`src/rtl/cmd_pkg.sv`:
```
// Shared types and constants for the command encoder.
// Frame/response lengths switch on macro CMD_ENCODE_CHECKSUM_EN.
package cmd_pkg;

  typedef enum logic [2:0] {
    IDLE,
    TX_LOAD,
    TX_WAIT_BUSY,
    TX_WAIT_IDLE,
    RX,
    DONE
  } cmd_state_e;

  localparam logic [7:0] CMD_HDR_DEFAULT = 8'h81;

  localparam int FRAME_BYTES_PLAIN = 9;
  localparam int FRAME_BYTES_CSUM  = 10;
  localparam int RSP_BYTES_PLAIN   = 8;
  localparam int RSP_BYTES_CSUM    = 9;

`ifdef CMD_ENCODE_CHECKSUM_EN
  localparam int FRAME_BYTES = FRAME_BYTES_CSUM;
  localparam int RSP_BYTES   = RSP_BYTES_CSUM;
`else
  localparam int FRAME_BYTES = FRAME_BYTES_PLAIN;
  localparam int RSP_BYTES   = RSP_BYTES_PLAIN;
`endif

  function automatic logic [7:0] xor_bytes(input logic [63:0] w);
    logic [7:0] acc;
    acc = 8'h00;
    for (int i = 0; i < 8; i++) begin
      acc = acc ^ w[8*i +: 8];
    end
    return acc;
  endfunction

endpackage

```
`src/rtl/cmd_timeout.sv`:
```
// Loadable down-counter; tc_o flags that the loaded interval has fully elapsed.
module cmd_timeout #(
  parameter int unsigned W          = 8,
  parameter int unsigned LOAD_VALUE = 1
) (
  input  logic clk_i,
  input  logic rst_ni,
  input  logic load_i,
  input  logic en_i,
  output logic tc_o
);

  localparam logic [W-1:0] LOAD_V = W'(LOAD_VALUE);

  logic [W-1:0] count_q, count_d;

  always_comb begin
    count_d = count_q;
    if (load_i) begin
      count_d = LOAD_V;
    end else if (en_i && (count_q != '0)) begin
      count_d = count_q - 1'b1;
    end
  end

  always_ff @(posedge clk_i or negedge rst_ni) begin
    if (!rst_ni) begin
      count_q <= '0;
    end else begin
      count_q <= count_d;
    end
  end

  assign tc_o = (count_q == '0);

endmodule

```
`src/rtl/cmd_encode.sv`:
```
// Sends a header + 64-bit command over a byte transmitter and assembles the
// byte response. Optional XOR checksum byte on both directions: CMD_ENCODE_CHECKSUM_EN.
module cmd_encode
  import cmd_pkg::*;
#(
  parameter logic [7:0]  CMD_HDR        = CMD_HDR_DEFAULT,
  parameter int unsigned TIMEOUT_CYCLES = 50_000_000
) (
  input  logic        iCLK,
  input  logic        iRST_n,
  input  logic [63:0] iCMD_DATA,
  input  logic        iCMD_Start,
  output logic        oCMD_Busy,
  output logic [7:0]  oTXD_DATA,
  output logic        oTXD_Start,
  input  logic        iTXD_Done,
  input  logic [7:0]  iRXD_DATA,
  input  logic        iRXD_Ready,
  output logic [63:0] oRSP_DATA,
  output logic        oRSP_Valid,
  output logic        oRSP_ERR
);

  localparam int unsigned TMO_W = (TIMEOUT_CYCLES > 2) ? $clog2(TIMEOUT_CYCLES) : 1;
  localparam logic [3:0] LAST_TX = 4'(FRAME_BYTES - 1);
  localparam logic [3:0] LAST_RX = 4'(RSP_BYTES - 1);

  cmd_state_e  state_q, state_d;
  logic [63:0] cmd_q, cmd_d;
  logic [3:0]  byte_cnt_q, byte_cnt_d;
  logic [7:0]  txd_data_q, txd_data_d;
  logic        txd_start_q, txd_start_d;
  logic [63:0] rsp_shift_q, rsp_shift_d;
  logic [63:0] rsp_data_q, rsp_data_d;
  logic        rsp_valid_q, rsp_valid_d;
  logic        rsp_err_q, rsp_err_d;
  logic        tmr_load, tmr_tc;
  logic [7:0]  tx_byte;

`ifdef CMD_ENCODE_CHECKSUM_EN
  logic [7:0] tx_csum_q, tx_csum_d;
  logic [7:0] rx_csum_q, rx_csum_d;
  logic       csum_bad_q, csum_bad_d;
`endif

  // cmd_q shifts left after each data byte, so the next data byte is always [63:56].
  always_comb begin
    tx_byte = cmd_q[63:56];
    if (byte_cnt_q == 4'd0) begin
      tx_byte = CMD_HDR;
    end
`ifdef CMD_ENCODE_CHECKSUM_EN
    else if (byte_cnt_q == 4'd9) begin
      tx_byte = tx_csum_q;
    end
`endif
  end

  always_comb begin
    state_d     = state_q;
    cmd_d       = cmd_q;
    byte_cnt_d  = byte_cnt_q;
    txd_data_d  = txd_data_q;
    txd_start_d = 1'b0;
    rsp_shift_d = rsp_shift_q;
    rsp_data_d  = rsp_data_q;
    rsp_valid_d = 1'b0;
    rsp_err_d   = rsp_err_q;
    tmr_load    = 1'b0;
`ifdef CMD_ENCODE_CHECKSUM_EN
    tx_csum_d   = tx_csum_q;
    rx_csum_d   = rx_csum_q;
    csum_bad_d  = csum_bad_q;
`endif

    unique case (state_q)
      IDLE: begin
        if (iCMD_Start) begin
          cmd_d       = iCMD_DATA;
          byte_cnt_d  = 4'd0;
          rsp_err_d   = 1'b0;
          rsp_shift_d = 64'h0;
          state_d     = TX_LOAD;
`ifdef CMD_ENCODE_CHECKSUM_EN
          tx_csum_d   = xor_bytes(iCMD_DATA);
          rx_csum_d   = 8'h00;
          csum_bad_d  = 1'b0;
`endif
        end
      end

      TX_LOAD: begin
        if (iTXD_Done) begin
          txd_data_d  = tx_byte;
          txd_start_d = 1'b1;
          state_d     = TX_WAIT_BUSY;
        end
      end

      TX_WAIT_BUSY: begin
        if (!iTXD_Done) begin
          state_d = TX_WAIT_IDLE;
        end
      end

      TX_WAIT_IDLE: begin
        if (iTXD_Done) begin
          if (byte_cnt_q == LAST_TX) begin
            byte_cnt_d = 4'd0;
            tmr_load   = 1'b1;
            state_d    = RX;
          end else begin
            if (byte_cnt_q != 4'd0) begin
              cmd_d = {cmd_q[55:0], 8'h00};
            end
            byte_cnt_d = byte_cnt_q + 4'd1;
            state_d    = TX_LOAD;
          end
        end
      end

      RX: begin
        // A byte arriving on the timeout cycle takes priority and restarts the timer.
        if (iRXD_Ready) begin
          tmr_load   = 1'b1;
          byte_cnt_d = byte_cnt_q + 4'd1;
`ifdef CMD_ENCODE_CHECKSUM_EN
          if (byte_cnt_q < 4'd8) begin
            rsp_shift_d = {rsp_shift_q[55:0], iRXD_DATA};
            rx_csum_d   = rx_csum_q ^ iRXD_DATA;
          end else begin
            csum_bad_d  = (iRXD_DATA != rx_csum_q);
          end
`else
          rsp_shift_d = {rsp_shift_q[55:0], iRXD_DATA};
`endif
          if (byte_cnt_q == LAST_RX) begin
            state_d = DONE;
          end
        end else if (tmr_tc) begin
          rsp_err_d  = 1'b1;
          rsp_data_d = rsp_shift_q;
          byte_cnt_d = 4'd0;
          state_d    = IDLE;
        end
      end

      DONE: begin
        rsp_data_d = rsp_shift_q;
        byte_cnt_d = 4'd0;
`ifdef CMD_ENCODE_CHECKSUM_EN
        if (csum_bad_q) begin
          rsp_err_d = 1'b1;
        end else begin
          rsp_valid_d = 1'b1;
        end
`else
        rsp_valid_d = 1'b1;
`endif
        state_d = IDLE;
      end

      default: state_d = IDLE;
    endcase
  end

  always_ff @(posedge iCLK or negedge iRST_n) begin
    if (!iRST_n) begin
      state_q     <= IDLE;
      cmd_q       <= 64'h0;
      byte_cnt_q  <= 4'd0;
      txd_data_q  <= 8'h00;
      txd_start_q <= 1'b0;
      rsp_shift_q <= 64'h0;
      rsp_data_q  <= 64'h0;
      rsp_valid_q <= 1'b0;
      rsp_err_q   <= 1'b0;
`ifdef CMD_ENCODE_CHECKSUM_EN
      tx_csum_q   <= 8'h00;
      rx_csum_q   <= 8'h00;
      csum_bad_q  <= 1'b0;
`endif
    end else begin
      state_q     <= state_d;
      cmd_q       <= cmd_d;
      byte_cnt_q  <= byte_cnt_d;
      txd_data_q  <= txd_data_d;
      txd_start_q <= txd_start_d;
      rsp_shift_q <= rsp_shift_d;
      rsp_data_q  <= rsp_data_d;
      rsp_valid_q <= rsp_valid_d;
      rsp_err_q   <= rsp_err_d;
`ifdef CMD_ENCODE_CHECKSUM_EN
      tx_csum_q   <= tx_csum_d;
      rx_csum_q   <= rx_csum_d;
      csum_bad_q  <= csum_bad_d;
`endif
    end
  end

  cmd_timeout #(
    .W          (TMO_W),
    .LOAD_VALUE (TIMEOUT_CYCLES - 1)
  ) u_timeout (
    .clk_i  (iCLK),
    .rst_ni (iRST_n),
    .load_i (tmr_load),
    .en_i   (state_q == RX),
    .tc_o   (tmr_tc)
  );

  assign oCMD_Busy  = (state_q != IDLE);
  assign oTXD_DATA  = txd_data_q;
  assign oTXD_Start = txd_start_q;
  assign oRSP_DATA  = rsp_data_q;
  assign oRSP_Valid = rsp_valid_q;
  assign oRSP_ERR   = rsp_err_q;

endmodule

```
`config.mk`:
```
export PLATFORM = sky130hd
export DESIGN_NAME = cmd_encode
export DESIGN_NICKNAME = d
export VERILOG_FILES = /design/src/rtl/cmd_pkg.sv /design/src/rtl/cmd_timeout.sv /design/src/rtl/cmd_encode.sv
export SDC_FILE = /design/constraint.sdc
export NUM_CORES = 1
export LEC_CHECK = 0
export ABC_AREA = 1
export CAP_MARGIN = 40
export CORE_ASPECT_RATIO = 1.1
export CORE_MARGIN = 2
export CORE_UTILIZATION = 55
export DETAILED_ROUTE_END_ITERATION = 10
export MAX_ROUTING_LAYER = met4
export PLACE_DENSITY_LB_ADDON = 0.08
export SLEW_MARGIN = 40
export SYNTH_ARGS = -nofsm -noshare
export SYNTH_HDL_FRONTEND = slang
export SYNTH_SLANG_ARGS = --single-unit
```
`constraint.sdc`:
```
create_clock -name iCLK -period 3.7 [get_ports iCLK]
set_clock_uncertainty 0.1 [all_clocks]
set_input_delay 0.74 -clock iCLK [delete_from_list [all_inputs] [get_ports iCLK]]
set_output_delay 0.74 -clock iCLK [all_outputs]
set_load 0.01 [all_outputs]
```
==> impl_metrics.env <==
export IMPL_ant_nets=0
export IMPL_p_leak_nw=6.12
export IMPL_die_x_um=138
export IMPL_mostFrequentLayoutCells="290 x nand2_1, 236 x dfrtp_1, 178 x nand3_1"
export IMPL_vias_per_cell=5.31
export IMPL_reg2reg_depth=11
export IMPL_fin_ws_ns=0.810
export IMPL_place_ws_ns=0.841
export IMPL_drt_met1_wl_um=10700
export IMPL_holdBufCountCts=0
export IMPL_synthTopCellsByArea="dfrtp_1 54%, nand2_1 10%, nand3_1 8.2%"
export IMPL_final_layout_size_suffix_gt1_frac=0.0571
export IMPL_syn_nets=1362
export IMPL_dr_max_layer_used="met4"
export IMPL_required_ns=2.86
export IMPL_core_um2=19200
export IMPL_final_hold_violation_count=0
export IMPL_switchingPower_mw=3.34
export IMPL_ios=153
export IMPL_worstPathMaxFanout=6
export IMPL_intPower_mw=6.49
export IMPL_cts_setup_buffers=0
export IMPL_die_h_um=151
export IMPL_grt_pass1_vias=8509
export IMPL_hpwl_um=16300
export IMPL_arrival_ns=2.05
export IMPL_slew_headroom=0.507
export IMPL_yosysSeqAreaShare=0.543
export IMPL_rows=53
export IMPL_met2_length_um=12000
export IMPL_dieArea_um2=20900
export IMPL_htreeDepth=1
export IMPL_gp_congestion=0.883
export IMPL_start_kind="flop"
export IMPL_numCtsBuffers=25
export IMPL_synthCells=1282
export IMPL_drtIter0Drc=615
export IMPL_final_nets=1481
export IMPL_antenna_found_initial=1
export IMPL_overflow=0
export IMPL_p_clk_frac=0.267
export IMPL_fin_crit_ns=2.89
export IMPL_area_growth_syn_to_layout_pct=23.0
export IMPL_drc=0
export IMPL_netlist_area_leader_share=0.543
export IMPL_io_buffers=152
export IMPL_finalMaxSlewViolations=0
export IMPL_clk_latency_ns=0.51
export IMPL_cap_violations=0
export IMPL_fin_crit_sh=0.781
export IMPL_syn_area_um2=10900
export IMPL_power_frac_seq=0.389
export IMPL_p_sw_frac=0.340
export IMPL_max_freq_mhz=346
export IMPL_ys_types=37
export IMPL_synth_top_area_cell="dfrtp_1"
export IMPL_grt_pass1_wl_um=41700
export IMPL_cts_sinks=236
export IMPL_cts_buffer_depth=3
export IMPL_worstSetupPathType="flop to primary output"
export IMPL_initial_core_util=0.566
export IMPL_setup_violations=0
export IMPL_worstMarginPinSlew_ns=0.740
export IMPL_cts_tree="done"
export IMPL_rsz0062_at_grt="no"
export IMPL_power_per_cell_area_nw_per_um2=735
export IMPL_dr_wl_met3_um=1260
export IMPL_avgSynthCellArea_um2=8.48
export IMPL_cp_end_kind="primary output"
export IMPL_post_cts_resized=0
export IMPL_drt_pre_antenna_iters=5
export IMPL_final_common_cell="nand2_1"
export IMPL_path_clk_slew_ns=0.06
export IMPL_routed_wl_um=24800
export IMPL_combPwrFrac=0.344
export IMPL_track_usage=0.247
export IMPL_grt_max_degree=129
export IMPL_root_buffer="clkbuf_16"
export IMPL_yosys_warnings=0
export IMPL_setup_tns_ns=0
export IMPL_min_path_type="primary input to async pin"
export IMPL_ir_worst_vdd_v=0.000477
export IMPL_num_vias=8855
export IMPL_status="finished, final reports clean"
export IMPL_ys_ff_latch=236
export IMPL_routedWlPerCell_um=14.9
[state kept, by name, summed over array words and instances (netlist names)]
name               count
rsp_shift_q           64
oRSP_DATA             64
oRSP_ERR               1
oTXD_Start             1
byte_cnt_q             4
oTXD_DATA              8
oRSP_Valid             1
cmd_q                 64
state_q                3
u_timeout.count_q     26
[synthesized netlist by cell type]
cell,instances
o31ai_4,1
nor3_2,1
inv_2,1
nor2_2,6
dfrtp_1,236
nand3_4,1
o21bai_1,1
a21oi_2,1
buf_2,33
nor2_1,66
clkbuf_2,5
ha_1,3
xor2_1,7
nand4_1,13
buf_4,11
o21ai_2,1
clkbuf_1,7
o21ai_4,1
buf_1,10
buf_8,1
nor2_4,1
a21oi_1,16
nand2_4,3
a21o_1,1
nor3_1,3
o21ai_1,74
inv_4,1
inv_1,157
a21boi_0,1
a21oi_4,1
nand3_1,178
o211ai_1,48
nand2_2,3
buf_6,8
xnor2_1,5
o21ai_0,86
nand2_1,290
[kinds of logic (layout without fill, tap and decap cells)]
group                    count (synthesis)  in the layout  share of synthesized area
buffers and inverters                  234            371                     0.0957
XOR/XNOR                                12             12                    0.00966
other                                    0              2                          0
adder cells (fa/ha/maj)                  3              3                    0.00345
AO/OA/AOI/OAI                          232            232                      0.123
AND/OR/NAND/NOR                        565            565                      0.225
flip-flops                             236            236                      0.543
[worst paths after layout]
path,start,to,slack [ns]
worst min-delay path,iRST_n,rsp_shift_q[43],0.003
max in group asynchronous,iRST_n,rsp_shift_q[24],2.59
min in group iCLK,oRSP_DATA[45],oRSP_DATA[45],0.37
worst min register to register,oRSP_DATA[45],oRSP_DATA[45],0.37
worst max register to register,u_timeout.count_q[0],oRSP_DATA[30],0.85
worst max-delay path,state_q[0],oCMD_Busy,0.81
[stage by stage]
step	area [um^2]	hold slack, ns	total power, mW	utilization	instances
floorplan	10900	0.344	5.93	-	1282
global placement	12500	0.352	7.14	0.648	1620
CTS	13300	0.200	9.91	0.694	1665
global route	13400	0.0157	10.5	0.696	1667
finish	13400	0.00258	9.83	0.696	1668
detailed placement	12500	0.357	7.25	0.648	1620
[power groups by stage]
stage	logic (mW)	registers (mW)	clock network, mW
after floorplan	1.99	3.94	0
after global placement	3.30	3.84	0
after detailed placement	3.39	3.86	0
after CTS	3.41	3.83	2.67
after global routing	3.82	3.92	2.77
final	3.38	3.83	2.63
[layer usage]
| metal | track usage | vias up |
|---|---|---|
| met5 | - | - |
| met2 | 0.402 | 251 |
| met4 | 0.0821 | 0 |
| met1 | 0.325 | 4142 |
| li1 | - | 4409 |
| met3 | 0.0358 | 53 |
[area by class of cell]
class / instances / area (um^2)
multi-input cells: 812 / 3950
clock inverters: 12 / 169
diodes: 2 / 5.00
repair buffers: 167 / 1740
clock buffers: 33 / 706
inverters: 159 / 599
well taps: 247 / 309
flip-flops and latches: 236 / 5910
fillers: 1528 / 5850
[critical path, stage by stage, from the launching register on]
cell	delay, ns
dfrtp_1	0.50
nor2_2	0.10
nand2_1	0.32
clkdlybuf4s50_1	0.61
Power figures use the tool's default switching activity.
